File: src/rtl/ppu_frame_timing.sv
`default_nettype none
// ============================================================================
// Module      : ppu_frame_timing
// Description : NTSC PPU raster timing. Generates the dot/scanline position
//               (with the odd-frame dot skip), the vblank status flag with
//               its $2002 read race, the NMI request and frame-phase strobes.
// Revision    : 1.0 - initial release
// ============================================================================
module ppu_frame_timing #(
    parameter int DOTS_PER_LINE   = 341,
    parameter int LINES_PER_FRAME = 262,
    parameter int VISIBLE_LINES   = 240,
    parameter int VBLANK_LINE     = 241,
    parameter int PRERENDER_LINE  = 261
) (
    input  logic       clk_i,
    input  logic       rst_n_i,
    input  logic       rendering_en_i,
    input  logic       nmi_en_i,
    input  logic       status_rd_i,
    output logic [8:0] x_pos_o,
    output logic [8:0] y_pos_o,
    output logic       vblank_o,
    output logic       nmi_o,
    output logic       frame_odd_o,
    output logic       visible_o,
    output logic       prerender_o,
    output logic       frame_start_o
);

    // Raster landmarks, sized to the 9-bit position counters.
    localparam logic [8:0] c_last_dot       = 9'(DOTS_PER_LINE - 1);
    localparam logic [8:0] c_skip_dot       = 9'(DOTS_PER_LINE - 2);
    localparam logic [8:0] c_last_line      = 9'(LINES_PER_FRAME - 1);
    localparam logic [8:0] c_visible_lines  = 9'(VISIBLE_LINES);
    localparam logic [8:0] c_vblank_line    = 9'(VBLANK_LINE);
    localparam logic [8:0] c_prerender_line = 9'(PRERENDER_LINE);
    localparam logic [8:0] c_flag_dot       = 9'd1;

    logic [8:0] r_x;
    logic [8:0] r_y;
    logic       r_vblank;
    logic       r_frame_odd;
    logic       r_suppress;

    logic w_line_end;
    logic w_frame_end;
    logic w_skip;
    logic w_wrap;
    logic w_set_dot;
    logic w_clr_dot;
    logic w_race;

    // Position decodes that steer the counters.
    assign w_line_end  = (r_x == c_last_dot);
    assign w_frame_end = w_line_end && (r_y == c_last_line);

    // Odd frames with rendering on drop the last dot of the pre-render line;
    // rendering_en_i is looked at only on this one dot.
    assign w_skip = (r_y == c_prerender_line) && (r_x == c_skip_dot)
                    && r_frame_odd && rendering_en_i;

    // Either way of finishing a frame lands on (0,0).
    assign w_wrap = w_frame_end || w_skip;

    // The flag sets on the edge leaving dot 1 of the vblank line and clears on
    // the edge leaving dot 1 of the pre-render line.
    assign w_set_dot = (r_y == c_vblank_line)    && (r_x == c_flag_dot);
    assign w_clr_dot = (r_y == c_prerender_line) && (r_x == c_flag_dot);

    // A status read just before the flag would set cancels this frame's flag.
    assign w_race = status_rd_i && (r_y == c_vblank_line)
                    && ((r_x == 9'd0) || (r_x == c_flag_dot));

    // Dot and scanline counters.
    always_ff @(posedge clk_i or negedge rst_n_i) begin
        if (!rst_n_i) begin
            r_x <= 9'd0;
            r_y <= 9'd0;
        end else if (w_wrap) begin
            r_x <= 9'd0;
            r_y <= 9'd0;
        end else if (w_line_end) begin
            r_x <= 9'd0;
            r_y <= r_y + 9'd1;
        end else begin
            r_x <= r_x + 9'd1;
        end
    end

    // Frame parity flips on every entry to (0,0), skipped frame or not.
    always_ff @(posedge clk_i or negedge rst_n_i) begin
        if (!rst_n_i) begin
            r_frame_odd <= 1'b0;
        end else if (w_wrap) begin
            r_frame_odd <= ~r_frame_odd;
        end
    end

    // Suppress latch: armed by a racing read, released at the flag-clear dot.
    always_ff @(posedge clk_i or negedge rst_n_i) begin
        if (!rst_n_i) begin
            r_suppress <= 1'b0;
        end else if (w_clr_dot) begin
            r_suppress <= 1'b0;
        end else if (w_race) begin
            r_suppress <= 1'b1;
        end
    end

    // Vblank flag: a status read always wins, then the clear, then the set.
    always_ff @(posedge clk_i or negedge rst_n_i) begin
        if (!rst_n_i) begin
            r_vblank <= 1'b0;
        end else if (status_rd_i || w_clr_dot) begin
            r_vblank <= 1'b0;
        end else if (w_set_dot && !r_suppress) begin
            r_vblank <= 1'b1;
        end
    end

    // Outputs come straight from the registers or from simple decodes of them;
    // nmi_o follows nmi_en_i combinationally so an enable during vblank
    // raises a fresh NMI edge at once.
    assign x_pos_o       = r_x;
    assign y_pos_o       = r_y;
    assign vblank_o      = r_vblank;
    assign nmi_o         = r_vblank && nmi_en_i;
    assign frame_odd_o   = r_frame_odd;
    assign visible_o     = (r_y < c_visible_lines);
    assign prerender_o   = (r_y == c_prerender_line);
    assign frame_start_o = (r_x == 9'd0) && (r_y == 9'd0);

endmodule
`default_nettype wire

File: config.mk
export PLATFORM = sky130hd
export DESIGN_NAME = ppu_frame_timing
export DESIGN_NICKNAME = d
export VERILOG_FILES = /design/src/rtl/ppu_frame_timing.sv
export SDC_FILE = /design/constraint.sdc
export NUM_CORES = 1
export LEC_CHECK = 0
export BUFFER_PORTS_ARGS = -buffer_cell sky130_fd_sc_hd__buf_4
export CAP_MARGIN = 20
export CORE_ASPECT_RATIO = 0.7
export CORE_MARGIN = 4
export CORE_UTILIZATION = 59
export CTS_BUF_LIST = sky130_fd_sc_hd__clkbuf_4
export DETAILED_ROUTE_END_ITERATION = 8
export PLACE_DENSITY = 0.9
export SYNTH_ARGS = -nofsm -noshare
export SYNTH_HDL_FRONTEND = slang
export SYNTH_SLANG_ARGS = --single-unit
File: constraint.sdc
create_clock -name clk_i -period 4.4 [get_ports clk_i]
set_input_delay 0.22 -clock clk_i [delete_from_list [all_inputs] [get_ports clk_i]]
set_output_delay 0.22 -clock clk_i [all_outputs]
set_load 0.02 [all_outputs]
Word level (Yosys, flattened, before mapping) --
Index checks and enable logic that the tools add are counted.
Storage, ports and cells: register bits after elaboration 21, input port bits 5, output and inout port bits 24, word-level logic and storage cells 42
Cells by class: add/sub/neg operators 2, magnitude comparators 1, eq/ne operators 5, mux-type cells 8, bitwise gates (word level) 1, reduce and logical (&&, ||, !) cells 20
Operators with widths (number):
- $mux 9 | 4
- $eq 9x9->1 const B | 3
- $add 9x1->9 const B | 2
- $logic_not 9->1 | 2
- $logic_and 1x1->1 | 11
- $eq 9x1->1 const B | 1
- $eq 9x8->1 const B | 1
- $lt 9x8->1 const B | 1
- $reduce_bool 2->1 | 3
- $mux 1 | 4
- $logic_or 1x1->1 | 3
- $logic_not 1->1 | 1
- $not 1->1 | 1

Logic depth before layout (Yosys ltp) --
word-level depth 6, mapped depth 6, gate-level depth less buffers 6

Worst setup path after synthesis --
Ideal clock, no wire load.
kind flip-flop to flip-flop, start point reg r_y[4] (netlist: y_pos_o[4]), end point reg r_vblank (netlist: vblank_o), library setup time 123 ps, data arrival time 1749 ps, data required time 4277 ps, slack 2528 ps, cell stages (with the launch flop) 6, buffers on the path 1, clock period less this slack 1872 ps, cell sequence dfrtp_1 > buf_6 > or4_4 > nor2_1 > and3_1 > nor3_1
Between the ends: cells in the longest elaborated chain, start to end 4, elaborated cells between the ends (all ways) 8, those cells by class eq/ne: 2; mux: 1; reduce/logical: 5
RTL lines:
- start, declared | line 41 | logic [8:0] r_y;
- start signal, assigned | line 85 | r_y <= r_y + 9'd1;
- $eq 9x9->1 *
- named net prerender_o | line 27 | output logic prerender_o,
- $logic_and 1x1->1 * | line 69 | assign w_clr_dot = (r_y == c_prerender_line) && (r_x == c_flag_dot);
- $logic_or 1x1->1 * | line 115 | end else if (status_rd_i || w_clr_dot) begin
- $mux 1 / $reduce_bool 2->1 (equally long branches)
- end signal, assigned | line 114 | r_vblank <= 1'b0;
- end signal, assigned | line 116 | r_vblank <= 1'b0;
- end signal, assigned | line 118 | r_vblank <= 1'b1;
- end, declared | line 42 | logic r_vblank;
Mark *: on every way through the listed nets, which the timed path passes. The rest lies on a longest branch. A chain may end at the register's enable or synchronous reset.

Final worst setup path --
start point reg r_x[5] (netlist: x_pos_o[5]), end point out frame_start_o
Between the ends: cells in the longest elaborated chain, start to end 2
RTL lines:
- start, declared | line 40 | logic [8:0] r_x;
- start signal, assigned | line 87 | r_x <= r_x + 9'd1;
- $logic_not 9->1 | line 132 | assign frame_start_o = (r_x == 9'd0) && (r_y == 9'd0);
- $logic_and 1x1->1 | line 132
- end, declared | line 28 | output logic frame_start_o
Every way passes these cells.

==> results by group <==
Detailed routing
  • Drt wl/cell: 16.8 um
  • Routed WL: 2900 um
  • Drt drc: 0
  • DR vias: 1047
  • Initial DRC Count: 26
  • Final ANT Viol Nets: 0
  • First-pass DRT Iterations: 4
  • Vias per inst: 6.09

Logic synthesis
  • Synth cell types: 31
  • Mapped Cells: 120
  • Seq cells post-synth: 21
  • Count leader, synth: dfrtp_1
  • Post-Syn Nets: 131
  • Area share of the largest cell type after synthesis: 0.437
  • Post-synth EDFFs: 0
  • Count of warnings emitted by yosys: 0
  • Synth area leader: dfrtp_1
  • Ys async rst share: 1.00
  • Synth area leaders: dfrtp_1 (44%), xnor2_1 (7.3%), ha_1 (6.2%)
  • Avg Cell Area, Syn: 10.0 um^2
  • Ys flop type: dfrtp_1
  • Top cells by count, synth: dfrtp_1 (21), nor2_1 (17), xnor2_1 (10)
  • Seq/Total Area, Yosys: 0.437
  • Area of the mapped netlist: 1200 um^2

Placed design
  • RePlAce Congestion: 0.858
  • DP Area: 1420 um^2
  • Setup WS pre-CTS: 2.50 ns
  • DPL Wire Length: 2260 um
  • I/O Buffers: 28

Clock network
  • H-tree lvl count: 1
  • CTS Buffer Depth: 2
  • Reg clk slew, reported paths: 0.13 ns
  • Clk_lat worst skew: 0.32 ns
  • Root buffer cell: clkbuf_4
  • CTS Sinks: 21
  • TritonCTS Buffers: 3
  • TritonCTS clock tree: built
  • # Post-CTS Setup Buffers: 0

GRT
  • Initial antenna violation count: 0
  • Largest net degree at the start of global routing: 22
  • First-pass GRT wire length: 4780 um
  • Global router's overall resource usage: 0.240
  • Vias in the first global route: 961
  • Global route overflow: 0

Setup path
  • Worst path bufs/invs: 1
  • CP Class: flip-flop to primary output
  • Worst setup EP type: primary output
  • Worst-path maximum fanout: 7
  • CP top delay family: simple AND/OR/NAND/NOR gates
  • Critical Path AT: 2.01 ns
  • Worst Path Required: 4.18 ns
  • Slowest CP cell: or4_1
  • CP cell instances: or4_1 > nor4_2 > nand2_1 > nor2_1 > buf_4
  • Startpoint Class: flip-flop
  • CP max stage delay: 0.56 ns

STA
  • RSZ-0062 raised after global routing: no
  • Setup violations, final: 0
  • Tcrit/Tclk final: 0.507
  • Slew @ Worst Pin: 0.614 ns
  • Fin crit period: 2.23 ns
  • Final Max Slew Viols: 0
  • Skew final: 0.0178 ns
  • Setup TNS: 0 ns
  • Final Hold Viols: 0
  • Rel. slew slack: 0.591
  • Final setup margin: 2.17 ns
  • Max Fclk: 448 MHz

Floorplan
  • Die H: 45.8 um
  • Cell Rows: 13
  • Die width: 62.0 um
  • Die area: 2840 um^2
  • Initial Util: 0.637
  • I/O pin count: 29
  • Core area: 1890 um^2

Pwr
  • Maximum vdd drop: 222 uV
  • Power per cell area: 204 nW/um^2
  • Power, Total: 0.000298 W
  • P_leak: 0.656 nW

Outcome
  • Status: finished clean

Cells and area
  • Post-route cell area: 1460 um^2
  • Area grow syn2layout: 21.4%
  • Inserted Diodes: 0
  • Share of cells above drive strength 1: 0.240
  • # nets final: 162

Job
  • Number of max-cap violations: 0

Worst hold path
  • Min-delay worst type: input pin to flip-flop
-- what timing repair did --
item,4_1_cts,5_1_grt
endpoints found under the hold margin,21,0
hold buffers,1,0
endpoints found under the setup margin,0,0
gates resized for setup,0,0
-- path summary, 6_finish.rpt --
check                            start            end  slack, ns  cells past startpoint
hold / removal             status_rd_i       vblank_o       0.09                      2
max in group asynchronous      rst_n_i     y_pos_o[8]       3.88                      2
setup / recovery            x_pos_o[5]  frame_start_o       2.17                      5
hold reg to reg            frame_odd_o    frame_odd_o       0.50                      1
min in group asynchronous      rst_n_i     x_pos_o[0]       0.29                      2
setup reg to reg            x_pos_o[0]     y_pos_o[7]       2.44                      6
-- cell families after synthesis --
family / synth area share
and+or+nand+nor: 0.308
AOI/OAI and AO/OA: 0.0479
adders and majority gates: 0.0624
xor gates and xnor gates: 0.109
buffers and inverters: 0.0354
DFF: 0.437
-- cell usage in the layout (no fill, tap or decap), types with 2 or more instances in the layout --
| master | netlist | layout |
|---|---|---|
| and4b_1 | 3 | 3 |
| nand4_1 | 5 | 5 |
| buf_4 | 0 | 28 |
| nor3_1 | 6 | 6 |
| inv_1 | 6 | 6 |
| nand2_1 | 4 | 4 |
| and3_1 | 2 | 2 |
| nor2b_1 | 3 | 3 |
| nand3_1 | 6 | 6 |
| dfrtp_1 | 21 | 21 |
| xnor2_1 | 10 | 10 |
| a41oi_1 | 2 | 2 |
| nor2_1 | 17 | 17 |
| xor2_1 | 5 | 5 |
| nand4b_1 | 2 | 2 |
| or4_1 | 3 | 3 |
| a21oi_1 | 5 | 5 |
| ha_1 | 6 | 6 |
| clkbuf_4 | 0 | 3 |
-- stage by stage --
step | hold slack, ns | instances | utilization
2_1_floorplan | -0.0756 | 120 | -
3_3_place_gp | 0.111 | 167 | 0.753
3_5_place_dp | 0.117 | 167 | 0.753
4_1_cts | 0.0726 | 172 | 0.774
5_1_grt | 0.0715 | 172 | 0.774
6_report | 0.0850 | 172 | 0.774
-- metal layers --
metal  part of all wire  vias up  track usage
met1               0.41      492        0.329
met5                  0        -            0
met3               0.11        4       0.0793
met4              0.012        0       0.0932
met2               0.47       61        0.349
li1                   -      490            -
-- registers in the layout, indices dropped and copies added, names as in the netlist --
name	cells
frame_odd_o	1
x_pos_o	9
vblank_o	1
y_pos_o	9
r_suppress	1
-- cell type report --
cell class | instances | area [um^2]
timing repair buffer | 29 | 220
tap | 22 | 27.5
clock inverter | 1 | 7.51
fill | 118 | 427
inverter | 6 | 22.5
clock buffer | 3 | 22.5
multi-input combinational | 90 | 634
sequential | 21 | 526
-- report_power, final --
group	total (W)	switching (W)	leakage, nW	internal [W]
logic	0.00000767	0.00000453	0.389	0.00000314
registers	0.000193	0.0000000000000000000197	0.253	0.000193
clock network	0.0000973	0.0000625	0.0139	0.0000347
Note: power is estimated with default switching activity, not from simulation.
